File: config.mk
export PLATFORM = sky130hd
export DESIGN_NAME = hw_accel_stream_host
export DESIGN_NICKNAME = d
export VERILOG_FILES = /design/src/rtl/hw_accel_stream_host.sv
export SDC_FILE = /design/constraint.sdc
export NUM_CORES = 1
export LEC_CHECK = 0
export CAP_MARGIN = 20
export CORE_UTILIZATION = 35
export CTS_CLUSTER_SIZE = 40
export DETAILED_ROUTE_END_ITERATION = 16
export GPL_TIMING_DRIVEN = 0
export PLACE_DENSITY = 0.64
export SLEW_MARGIN = 20
export SYNTH_ARGS = -nofsm -noshare
export SYNTH_HDL_FRONTEND = slang
export SYNTH_SLANG_ARGS = --single-unit
File: constraint.sdc
create_clock -name clk -period 3.1 [get_ports clk]
set_clock_uncertainty 0.2 [all_clocks]
set_input_delay 0.465 -clock clk [delete_from_list [all_inputs] [get_ports clk]]
set_output_delay 0.465 -clock clk [all_outputs]
set_load 0.02 [all_outputs]
File: src/rtl/hw_accel_stream_host.sv
// hw_accel_stream_host: programs the Sobel accelerator per frame and acts as both DMA stream endpoints.
module hw_accel_stream_host #(
  parameter int DATA_WIDTH = 32,
  parameter int AXI_ADDR_WIDTH = 32,
  parameter int FRAME_WIDTH = 640,
  parameter int FRAME_HEIGHT = 480,
  parameter int DMA_TRANSFER_LENGTH = 1920
) (
  input  logic                      clk,
  input  logic                      rst,
  input  logic                      start,
  input  logic [7:0]                cfg_thresh,
  input  logic [1:0]                cfg_mode,
  input  logic                      src_valid,
  output logic                      src_ready,
  input  logic [7:0]                src_pixel,
  output logic                      reg_we,
  output logic [AXI_ADDR_WIDTH-1:0] reg_waddr,
  output logic [DATA_WIDTH-1:0]     reg_wdata,
  output logic                      rvalid,
  input  logic                      rready,
  output logic [3:0]                rkeep,
  output logic [DATA_WIDTH-1:0]     rdata,
  input  logic                      wvalid,
  output logic                      wready,
  input  logic                      wlast,
  input  logic [DATA_WIDTH-1:0]     wdata,
  output logic                      descriptor_updated,
  output logic                      snk_valid,
  output logic [7:0]                snk_pixel,
  input  logic                      snk_ready,
  output logic                      busy,
  output logic                      frame_done,
  output logic                      err_wlast
);
  localparam int N = FRAME_WIDTH * FRAME_HEIGHT;
  localparam int L = DMA_TRANSFER_LENGTH;
  localparam int CW = $clog2(N + 1);
  localparam int XW = $clog2(L);
  localparam logic [CW-1:0] N_C = CW'(N);
  localparam logic [CW-1:0] NM1 = CW'(N - 1);
  localparam logic [XW-1:0] LM1 = XW'(L - 1);
  localparam logic [2:0] IDLE = 3'd0, CFG_T = 3'd1, CFG_M = 3'd2, CLR = 3'd3, ARM = 3'd4, RUN = 3'd5, DONE = 3'd6;
  logic [2:0] state;
  logic [7:0] thresh_q;
  logic [1:0] mode_q;
  logic [CW-1:0] in_cnt, out_cnt;
  logic [XW-1:0] xfer_cnt;
  logic active, src_fire, w_fire, xfer_end, w_unused;
  assign active = state == CLR || state == ARM || state == RUN;
  assign src_ready = active && in_cnt < N_C && (!rvalid || rready);
  assign src_fire = src_valid && src_ready;
  assign wready = state == RUN && snk_ready;
  assign w_fire = wvalid && wready;
  assign xfer_end = xfer_cnt == LM1;
  assign rkeep = 4'hF;
  assign busy = state != IDLE;
  assign reg_we = state == CFG_T || state == CFG_M || state == CLR || state == ARM;
  assign reg_waddr = state == CFG_T ? '0 : state == CFG_M ? AXI_ADDR_WIDTH'(4) : reg_we ? AXI_ADDR_WIDTH'(8) : '0;
  assign reg_wdata = state == CFG_T ? DATA_WIDTH'(thresh_q) : state == CFG_M ? DATA_WIDTH'(mode_q) :
                     state == ARM ? DATA_WIDTH'(1) : '0;
  assign w_unused = ^wdata[DATA_WIDTH-1:8];
  always_ff @(posedge clk or posedge rst) begin
    if (rst) begin
      state <= IDLE;
      thresh_q <= '0;
      mode_q <= '0;
      in_cnt <= '0;
      out_cnt <= '0;
      xfer_cnt <= '0;
      rvalid <= 1'b0;
      rdata <= '0;
      descriptor_updated <= 1'b0;
      snk_valid <= 1'b0;
      snk_pixel <= '0;
      frame_done <= 1'b0;
      err_wlast <= 1'b0;
    end else begin
      descriptor_updated <= w_fire && xfer_end;
      snk_valid <= w_fire;
      frame_done <= state == DONE;
      if (w_fire) snk_pixel <= wdata[7:0];
      // one-entry read buffer: a new beat may replace the one being consumed this cycle
      if (src_fire) begin
        rvalid <= 1'b1;
        rdata <= DATA_WIDTH'(src_pixel);
        in_cnt <= in_cnt + 1'b1;
      end else if (rready) rvalid <= 1'b0;
      if (w_fire) begin
        out_cnt <= out_cnt + 1'b1;
        xfer_cnt <= xfer_end ? '0 : xfer_cnt + 1'b1;
        if (wlast != xfer_end) err_wlast <= 1'b1;
      end
      case (state)
        IDLE: if (start) begin
          state <= CFG_T;
          thresh_q <= cfg_thresh;
          mode_q <= cfg_mode;
          in_cnt <= '0;
          out_cnt <= '0;
          xfer_cnt <= '0;
          err_wlast <= 1'b0;
        end
        CFG_T: state <= CFG_M;
        CFG_M: state <= CLR;
        CLR: state <= ARM;
        ARM: state <= RUN;
        RUN: if (w_fire && xfer_end) state <= out_cnt < NM1 ? CLR : DONE;
        DONE: state <= IDLE;
        default: state <= IDLE;
      endcase
    end
  end
endmodule

==> flow_summary_export.csv, run 1 <==
group,metric,value,unit
min_path,hold_path_class,"flop to flop",
setup_path,critPathRequiredTime,2.43,ns
floorplan,die-height,118.8,um
setup_path,critPathCaptureType,"output pin",
yosys,synth_mux_area_share,5.242,%
routing,dr.max_layer_used,"met4",
timing,timing.final.setup_violations,0,
yosys,synth_warnings,0,
status,status,"completed",
setup_path,cp_slowest_stage_delay,0.60,ns
yosys,avgSynthCellArea,9.604,um^2
timing,timing.final.max_slew_violations,0,
timing,grt_setup_unrepaired,"no",
yosys,area_share_of_fa_ha_maj_cells_after_synthesis,0.7864,%
cells_and_area,areaGrowthSynthToFinish,32.42,%
setup_path,crit_type,"flop to output pin",
cells_and_area,layoutNonFillerInstCount,837,
place,dp_hpwl,7854,um
routing,routed_wl,10690,um
cells_and_area,final_util,47.54,%
clock_tree,clk_root_buffer_cell,"clkbuf_16",
setup_path,crit_path_max_fanout,10,
timing,finalHoldViolations,0,
floorplan,core_region_area,13300,um^2
global_route,first_global_vias,3641,
floorplan,die-area,14110,um^2
cells_and_area,antenna-diode-count,0,
timing,clock.fmax,350.6,MHz
yosys,syn_area,4773,um^2
floorplan,number_of_placement_rows,42,
cells_and_area,total_nets_final,717,
floorplan,floorplan.die.width,118.8,um
yosys,ys.flop_type,"dfrtp_1",
clock_tree,worst_skew_pair.late_latency,0.34,ns
global_route,grt_start_max_net_pins,45,
setup_path,crit_top_cell,"nor2b_1",
timing,final.hold.worst_slack,0.2654,ns
clock_tree,cts.clk_slew.worst_paths,0.06,ns
routing,dr.first_iter.drc_count,170,
place,detailedPlace.worstSlack,-0.04521,ns
run,drv_cap,0,
clock_tree,tritoncts_num_sinks,83,
yosys,synth-edff-count,0,
routing,via_count,3818,
routing,avgRoutedWirePerCell,12.77,um
clock_tree,cts_buffer_depth,2,
cells_and_area,final_area,6321,um^2
global_route,grt_first_pass_wirelength,17890,um
yosys,yosysUniqueCellTypes,54,
pwr,power_density,650.8,nW/um^2
yosys,part_of_the_yosys_area_used_for_sequential_elements,43.51,%
routing,met3_wirelength_from_detailed_routing,775,um
clock_tree,tritoncts.num_buffers,9,
routing,met2RoutedLength,4877,um
yosys,post_synth_inst_count,497,
pwr,report.power.total,4.114,mW
place,finalWeightedCongestion,0.8246,
routing,via_cell_ratio,4.562,
place,placed_area,6002,um^2
floorplan,top_level_ports,175,
cells_and_area,mostFrequentLayoutCell,"dfrtp_1",
cells_and_area,drive_gt1_share,20.57,%
timing,worstMarginPinSlew,0.7368,ns
timing,finalWorstSetupSlack,0.2479,ns
place,dp_cells,822,
yosys,synth-compound-area-share,9.620,%
yosys,post_synth_simple_gate_area,21.81,%
setup_path,critical_path_cell_by_cell,"buf_2, nor2b_1, nor2b_1, a22o_1, clkdlybuf4s50_1",
yosys,ys_async_sr_fraction,100.0,%
clock_tree,cts-hold-fix-buffers,0,
routing,remaining_drc_errors,0,
timing,totalNegativeSetupSlack,0,ns
pwr,ir_drop,0.5077,mV
yosys,synthXorXnorAreaFrac,3.303,%
routing,route.layer.met1.wl,4856,um
global_route,groute.usage.overall,16.01,%
yosys,yosys_register_bits,83,
routing,first_pass_iters,4,
pwr,cellLeakagePower,3.046,nW
place,io_buffers,68,
timing,finalWorstPathRequiredPeriod,2.852,ns
floorplan,floorplan.initialDensity,35.90,%
routing,drt.antenna.violating_nets,0,
global_route,grt_antenna_before_repair,0,
clock_tree,cts_tree,"yes",
cells_and_area,commonest_cells_after_routing_fill_and_taps_aside,"dfrtp_1 (83), buf_4 (82), conb_1 (82), clkdlybuf4s50_1 (67), nand2_1 (63)",
clock_tree,cts.htree.levels,3,
setup_path,critPathLaunchType,"flop",
setup_path,timing.critical_path.slowest_stage_cell,"clkdlybuf4s50_1",
timing,timing.slew.headroom,49.61,%
timing,ratio_of_final_minimum_period_to_clock_period,92.00,%
global_route,globalRouteOverflowTotal,0,
yosys,combinational_family_with_the_most_area_after_synthesis,"simple AND/OR/NAND/NOR gates",
setup_path,worst-endpoint-arrival,2.19,ns
-- per-layer routing --
layer	up-vias	GRT usage, %
met1	1770	20.37
met3	14	4.488
met5	-	0
met4	0	6.725
li1	1890	-
met2	144	25.44
-- critical path, delay by kind of cell, from the launching register on --
family	cells	cell delay [ns]
AOI/OAI and AO/OA	1	0.17
buffers and inverters	2	0.80
DFF	1	0.41
and+or+nand+nor	2	0.47
-- cell usage after synthesis, drive strengths merged, types with 7 or more instances --
master	n	area [um^2]
nand2b	7	43.79
nand3	17	90.09
nor2	22	90.09
o31ai	14	105.1
or4	13	97.59
buf	97	694.4
nand2	63	236.5
a21oi	21	105.1
mux2i	7	70.07
and2	13	81.33
and3	8	50.05
xor2	14	122.6
o21a	7	52.55
mux2	16	180.2
nand4	14	100.1
o21ai	13	65.06
dfrtp	83	2077
inv	8	30.03
-- sequential cells by signal, indices dropped and copies added (netlist names) --
signal and flops:
xfer_cnt 11, thresh_q 8, snk_valid 1, descriptor_updated 1, out_cnt 19, err_wlast 1, state 3, frame_done 1
mode_q 2, rvalid 1, rdata 8, in_cnt 19, snk_pixel 8
-- logic make-up after synthesis --
logic type / after synthesis
simple gates: 188
buf+inv: 110
flops: 83
compound gates: 70
mux: 23
xor+xnor: 18
fa+ha+maj: 3
other cells: 2
-- repair_timing --
item / CTS / global route
resized for setup: 1 / 2
pin swaps: 0 / 1
endpoints found under the setup margin: 9 / 7
setup buffers: 0 / 1
-- final cells by class --
type,instances,area [um^2]
tap,176,220.2
sequential,83,2077
inverter,8,32.53
timing repair buffer,70,723.2
clock inverter,5,52.55
buffer,100,708.2
fill,1303,6974
clock buffer,11,242.7
multi-input combinational,384,2265
-- worst paths after layout --
| kind | from | cells past startpoint | slack, ns | end |
|---|---|---|---|---|
| max reg2reg | state[2] | 6 | 0.56 | xfer_cnt[2] |
| max | state[0] | 5 | 0.25 | reg_wdata[1] |
| max in group asynchronous | rst | 3 | 1.72 | out_cnt[12] |
| min in group asynchronous | rst | 2 | 0.36 | rdata[5] |
| min reg2reg | thresh_q[2] | 2 | 0.27 | thresh_q[2] |
| min | thresh_q[2] | 2 | 0.27 | thresh_q[2] |
-- report_power, final --
part | internal (mW) | switching, mW | total, mW
sequential | 1.30 | 0.132 | 1.43
clock | 0.642 | 0.439 | 1.08
combinational | 0.729 | 0.871 | 1.60
total | 2.67 | 1.44 | 4.11
No activity file was read; power rests on OpenSTA's default activity.
==> run 2: changes to the inputs <==
--- a/config.mk
+++ b/config.mk
@@ -7,10 +7,12 @@
 export LEC_CHECK = 0
 export CAP_MARGIN = 20
 export CORE_UTILIZATION = 35
+export CTS_BUF_LIST = sky130_fd_sc_hd__clkbuf_8
 export CTS_CLUSTER_SIZE = 40
 export DETAILED_ROUTE_END_ITERATION = 16
 export GPL_TIMING_DRIVEN = 0
-export PLACE_DENSITY = 0.64
+export PLACE_DENSITY = 0.65
+export RECOVER_POWER = 50
 export SLEW_MARGIN = 20
 export SYNTH_ARGS = -nofsm -noshare
 export SYNTH_HDL_FRONTEND = slang
==> flow_summary_export.csv, run 2 (same netlist as run 1, synthesis figures left out) <==
group,metric,value,unit
timing,timing.slew.headroom,-22.84,%
min_path,whs_path_depth,2,
pwr,cellLeakagePower,3.018,nW
routing,drt.antenna.violating_nets,0,
routing,routed_wl,10530,um
place,dp_hpwl,7809,um
pwr,clock_network_fraction_of_design_power,21.0,%
routing,via_count,3820,
floorplan,number_of_placement_rows,42,
setup_path,timing.critical_path.slowest_stage_cell,"clkdlybuf4s50_1",
run,drv_cap,1,
setup_path,critPathLaunchType,"flop",
floorplan,floorplan.die.width,118.8,um
timing,timing.final.max_slew_violations,47,
global_route,grt_start_max_net_pins,48,
cells_and_area,total_nets_final,716,
floorplan,core_region_area,13300,um^2
setup_path,cp_slowest_stage_delay,0.62,ns
setup_path,crit_type,"flop to output pin",
clock_tree,worst_skew_pair.late_latency,0.38,ns
setup_path,worst-endpoint-arrival,2.31,ns
setup_path,critPathRequiredTime,2.43,ns
clock_tree,cts_buffer_depth,2,
place,detailedPlace.worstSlack,-0.03636,ns
pwr,switching_power_as_a_share_of_total_power,36.91,%
global_route,grt_antenna_before_repair,0,
timing,finalWorstPathRequiredPeriod,2.977,ns
timing,ratio_of_final_minimum_period_to_clock_period,96.04,%
clock_tree,tritoncts_num_sinks,83,
clock_tree,clk_root_buffer_cell,"clkbuf_8",
routing,first_pass_iters,4,
timing,timing.final.setup_violations,0,
global_route,first_global_vias,3673,
pwr,cellInternalPower,2.368,mW
floorplan,top_level_ports,175,
setup_path,reg2regPathDepth,7,
floorplan,die-area,14110,um^2
cells_and_area,antenna-diode-count,0,
place,placed_area,5997,um^2
cells_and_area,layout_top_registers,"in_cnt x19, out_cnt x19, xfer_cnt x11",
pwr,ir_drop,0.4092,mV
clock_tree,cts.clk_slew.worst_paths,0.09,ns
routing,avgRoutedWirePerCell,12.61,um
clock_tree,cts-hold-fix-buffers,0,
timing,clock.fmax,335.9,MHz
place,dp_cells,822,
timing,finalHoldViolations,0,
pwr,power_density,605.7,nW/um^2
global_route,grt_first_pass_wirelength,17570,um
timing,final.hold.worst_slack,0.2695,ns
routing,via_cell_ratio,4.575,
place,io_buffers,68,
timing,grt_setup_unrepaired,"no",
floorplan,die-height,118.8,um
pwr,pwr-share-seq,37.9,%
min_path,hold_path_class,"flop to flop",
global_route,groute.usage.overall,15.55,%
cells_and_area,drive_gt1_share,20.33,%
clock_tree,cts.htree.levels,3,
clock_tree,postCtsSetupRepairBufs,0,
pwr,total_switching_power,1.385,mW
status,violated_checks,"max-capacitance violations, max-slew violations",
cells_and_area,areaGrowthSynthToFinish,29.83,%
routing,dr.first_iter.drc_count,198,
floorplan,floorplan.initialDensity,35.90,%
place,finalWeightedCongestion,0.8574,
global_route,globalRouteOverflowTotal,0,
timing,worstMarginPinSlew,1.841,ns
pwr,power_frac_comb,41.1,%
setup_path,critical_path_cell_by_cell,"buf_2, nor3b_4, and2_1, clkdlybuf4s50_1",
setup_path,crit_path_max_fanout,10,
cells_and_area,final_area,6197,um^2
pwr,report.power.total,3.753,mW
setup_path,critPathCaptureType,"output pin",
cells_and_area,commonest_cells_after_routing_fill_and_taps_aside,"buf_4 (83), dfrtp_1 (83), conb_1 (82), nand2_1 (63), clkdlybuf4s50_1 (52)",
timing,finalWorstSetupSlack,0.1228,ns
clock_tree,cts_tree,"yes",
cells_and_area,layoutNonFillerInstCount,835,
clock_tree,tritoncts.num_buffers,9,
status,status,"finished with violations",
routing,remaining_drc_errors,0,
[run 2: cell types whose count changed in the layout (fill, tap and decap cells not counted), moves of 9 or more]
cell,previous run,this run
dlygate4sd3_1,0,15
clkbuf_8,1,10
clkdlybuf4s50_1,67,52
clkbuf_16,9,0
[run 2: final cells by class]
type	instances	area, um^2
fill	1299	7098
multi-input combinational	384	2265
sequential	83	2077
clock inverter	5	55.05
inverter	8	30.03
timing repair buffer	69	703.2
tap	176	220.2
buffer	100	709.4
clock buffer	10	137.6
[run 2: stage by stage]
step	utilization, %	TNS [ns]
final	46.61	0
after global routing	46.61	0
after global placement	44.94	-94.13
after floorplan	-	0
after CTS	46.60	0
after detailed placement	45.11	-0.09345
[run 2: power by group through the flow]
stage | Clock [mW] | Sequential (mW) | Combinational, mW
2_1_floorplan | 0 | 1.56 | 0.834
3_3_place_gp | 0 | 1.44 | 1.54
3_5_place_dp | 0 | 1.45 | 1.56
4_1_cts | 0.816 | 1.43 | 1.58
5_1_grt | 0.853 | 1.45 | 1.68
6_report | 0.787 | 1.42 | 1.54
[run 2: worst max-delay path, delay by kind of cell (launching register included)]
kind / cells / cell delay, ns
buffers and inverters: 2 / 0.86
DFF: 1 / 0.41
and+or+nand+nor: 2 / 0.67
[run 2: metal layers]
layer / vias up / global-route usage (%) / wire length (um)
li1: 1874 / - / -
met1: 1791 / 20.10 / 4749
met2: 141 / 23.79 / 4751
met3: 14 / 4.778 / 814
met4: 0 / 6.962 / 218
met5: - / 0 / 0
[run 2: worst paths after layout]
kind	startpoint	endpoint	slack, ns
max	state[0]	reg_wdata[3]	0.12
min	thresh_q[6]	thresh_q[6]	0.27
max reg2reg	state[2]	mode_q[0]	0.62
min reg2reg	thresh_q[6]	thresh_q[6]	0.27
max in group asynchronous	rst	xfer_cnt[4]	0.69
min in group asynchronous	rst	snk_pixel[2]	0.94
[run 2: timing repair]
item | CTS | global route
setup endpoints to repair | 9 | 5
resized for setup | 3 | 3
cloned | 0 | 0
==> run 3: changes to the inputs <==
--- a/config.mk
+++ b/config.mk
@@ -5,7 +5,8 @@
 export SDC_FILE = /design/constraint.sdc
 export NUM_CORES = 1
 export LEC_CHECK = 0
-export CAP_MARGIN = 20
+export CAP_MARGIN = 0
+export CORE_MARGIN = 5
 export CORE_UTILIZATION = 35
 export CTS_BUF_LIST = sky130_fd_sc_hd__clkbuf_8
 export CTS_CLUSTER_SIZE = 40
==> flow_summary_export.csv, run 3 (same netlist as run 1, synthesis figures left out) <==
group,metric,value,unit
routing,via_count,3800,
floorplan,floorplan.die.width,126.8,um
cells_and_area,areaGrowthSynthToFinish,30.01,%
timing,finalWorstPathRequiredPeriod,2.912,ns
timing,worstMarginPinSlew,1.636,ns
cells_and_area,layoutNonFillerInstCount,838,
timing,clock.fmax,343.4,MHz
min_path,hold_path_class,"flop to flop",
global_route,globalRouteOverflowTotal,0,
clock_tree,worst_skew_pair.late_latency,0.38,ns
cells_and_area,antenna-diode-count,0,
setup_path,cp_slowest_stage_delay,0.69,ns
cells_and_area,multi_input_comb_area,2265,um^2
timing,final.hold.worst_slack,0.2747,ns
clock_tree,cts-hold-fix-buffers,0,
setup_path,crit_type,"input pin to output pin",
clock_tree,tritoncts.num_buffers,9,
global_route,grt_start_max_net_pins,44,
clock_tree,cts.htree.levels,3,
cells_and_area,fill_cells,1289,
cells_and_area,layout.area.seq,2077,um^2
timing,finalHoldViolations,0,
min_path,whs_path_depth,2,
setup_path,worst-endpoint-arrival,2.25,ns
routing,routed_wl,11210,um
run,drv_cap,1,
routing,avgRoutedWirePerCell,13.37,um
cells_and_area,total_nets_final,718,
clock_tree,tritoncts_num_sinks,83,
status,status,"finished with violations",
cells_and_area,final_util,46.68,%
floorplan,top_level_ports,175,
floorplan,die-height,126.8,um
floorplan,number_of_placement_rows,42,
pwr,cellLeakagePower,3.018,nW
min_path,min-delay-start,"thresh_q[3]",
setup_path,critical_path.reg2reg.endpoint,"mode_q[0]",
setup_path,critPathLaunchType,"input pin",
timing,timing.final.max_slew_violations,41,
setup_path,reg2regPathDepth,7,
cells_and_area,layout_top_registers,"in_cnt x19, out_cnt x19, xfer_cnt x11",
timing,finalWorstSetupSlack,0.1879,ns
setup_path,critPathCaptureType,"output pin",
routing,remaining_drc_errors,0,
routing,first_pass_iters,4,
setup_path,critical_path_cell_by_cell,"dlygate4sd3_1, and4b_2, buf_2, clkdlybuf4s50_1",
routing,drt.antenna.violating_nets,0,
global_route,grt_first_pass_wirelength,18650,um
timing,totalNegativeSetupSlack,0,ns
routing,via_cell_ratio,4.535,
setup_path,critical_path.reg2reg.startpoint,"state[2]",
floorplan,die-area,16070,um^2
global_route,first_global_vias,3771,
setup_path,critPathRequiredTime,2.43,ns
timing,timing.slew.headroom,-9.155,%
place,detailedPlace.worstSlack,-0.05319,ns
setup_path,crit_path_max_fanout,19,
cells_and_area,commonest_cells_after_routing_fill_and_taps_aside,"buf_4 (84), dfrtp_1 (83), conb_1 (82), nand2_1 (63), clkdlybuf4s50_1 (52)",
pwr,power_density,612.6,nW/um^2
place,dp_hpwl,8412,um
place,finalWeightedCongestion,0.8299,
setup_path,timing.critical_path.slowest_stage_cell,"clkdlybuf4s50_1",
clock_tree,cts_buffer_depth,2,
timing,grt_setup_unrepaired,"no",
place,io_buffers,68,
global_route,groute.usage.overall,14.22,%
setup_path,regToRegSetupSlack,0.59,ns
floorplan,core_region_area,13300,um^2
min_path,timing.hold.worst_endpoint,"thresh_q[3]",
routing,dr.first_iter.drc_count,224,
clock_tree,cts_tree,"yes",
status,violated_checks,"max-capacitance violations, max-slew violations",
pwr,ir_drop,0.4185,mV
cells_and_area,drive_gt1_share,20.54,%
place,dp_cells,822,
clock_tree,clk_root_buffer_cell,"clkbuf_8",
timing,timing.final.setup_violations,0,
global_route,grt_antenna_before_repair,1,
clock_tree,cts.clk_slew.worst_paths,0.08,ns
floorplan,floorplan.initialDensity,35.90,%
timing,ratio_of_final_minimum_period_to_clock_period,93.94,%
cells_and_area,mostFrequentLayoutCell,"buf_4",
## run 3: report_power, final
group	internal, mW	switching [mW]	total [mW]
registers	1.30	0.135	1.43
clock network	0.387	0.409	0.796
logic	0.694	0.878	1.57
total	2.38	1.42	3.80
## run 3: timing repair
action | 4_1_cts | 5_1_grt
gates resized for setup | 2 | 0
endpoints found under the setup margin | 9 | 0
buffers inserted | 2 | 0
## run 3: critical path: cells and delay by family
kind | cells | cell delay, ns
and+or+nand+nor | 1 | 0.22
buffers and inverters | 3 | 1.56
## run 3: area by class of cell
type | instances | share of cell area, %
Clock inverter | 6 | 0.9073
Sequential cell | 83 | 33.47
Timing Repair Buffer | 71 | 11.51
Multi-Input combinational cell | 384 | 36.49
Tap cell | 176 | 3.548
Buffer | 100 | 11.37
Inverter | 8 | 0.4839
Clock buffer | 10 | 2.218
## run 3: worst max path at each step
stage	slack [ns]	startpoint	end	cells past startpoint
3_5_place_dp	-0.05	snk_ready	wready	5
6_report	0.19	snk_ready	wready	4
5_1_grt	0.08	state[0]	reg_wdata[1]	5
3_3_place_gp	-1.13	rst	thresh_q[0]	2
4_1_cts	0.17	state[2]	reg_wdata[5]	5
2_1_floorplan	0.30	rst	descriptor_updated	1
## run 3: per-stage QoR
step	instance area, um^2	power (mW)
floorplan	5074	2.393
global placement	5974	2.996
detailed placement	6002	3.042
CTS	6208	3.873
global route	6206	4.042
finish	6206	3.802
## run 3: layer usage
metal,up-vias,wire length [um],share of wire (%),GRT usage [%]
met5,-,0,0,0
met4,0,169,1.5,5.868
met3,12,1142,10,5.296
met2,140,4870,43,21.20
met1,1758,5023,45,18.62
li1,1890,-,-,-
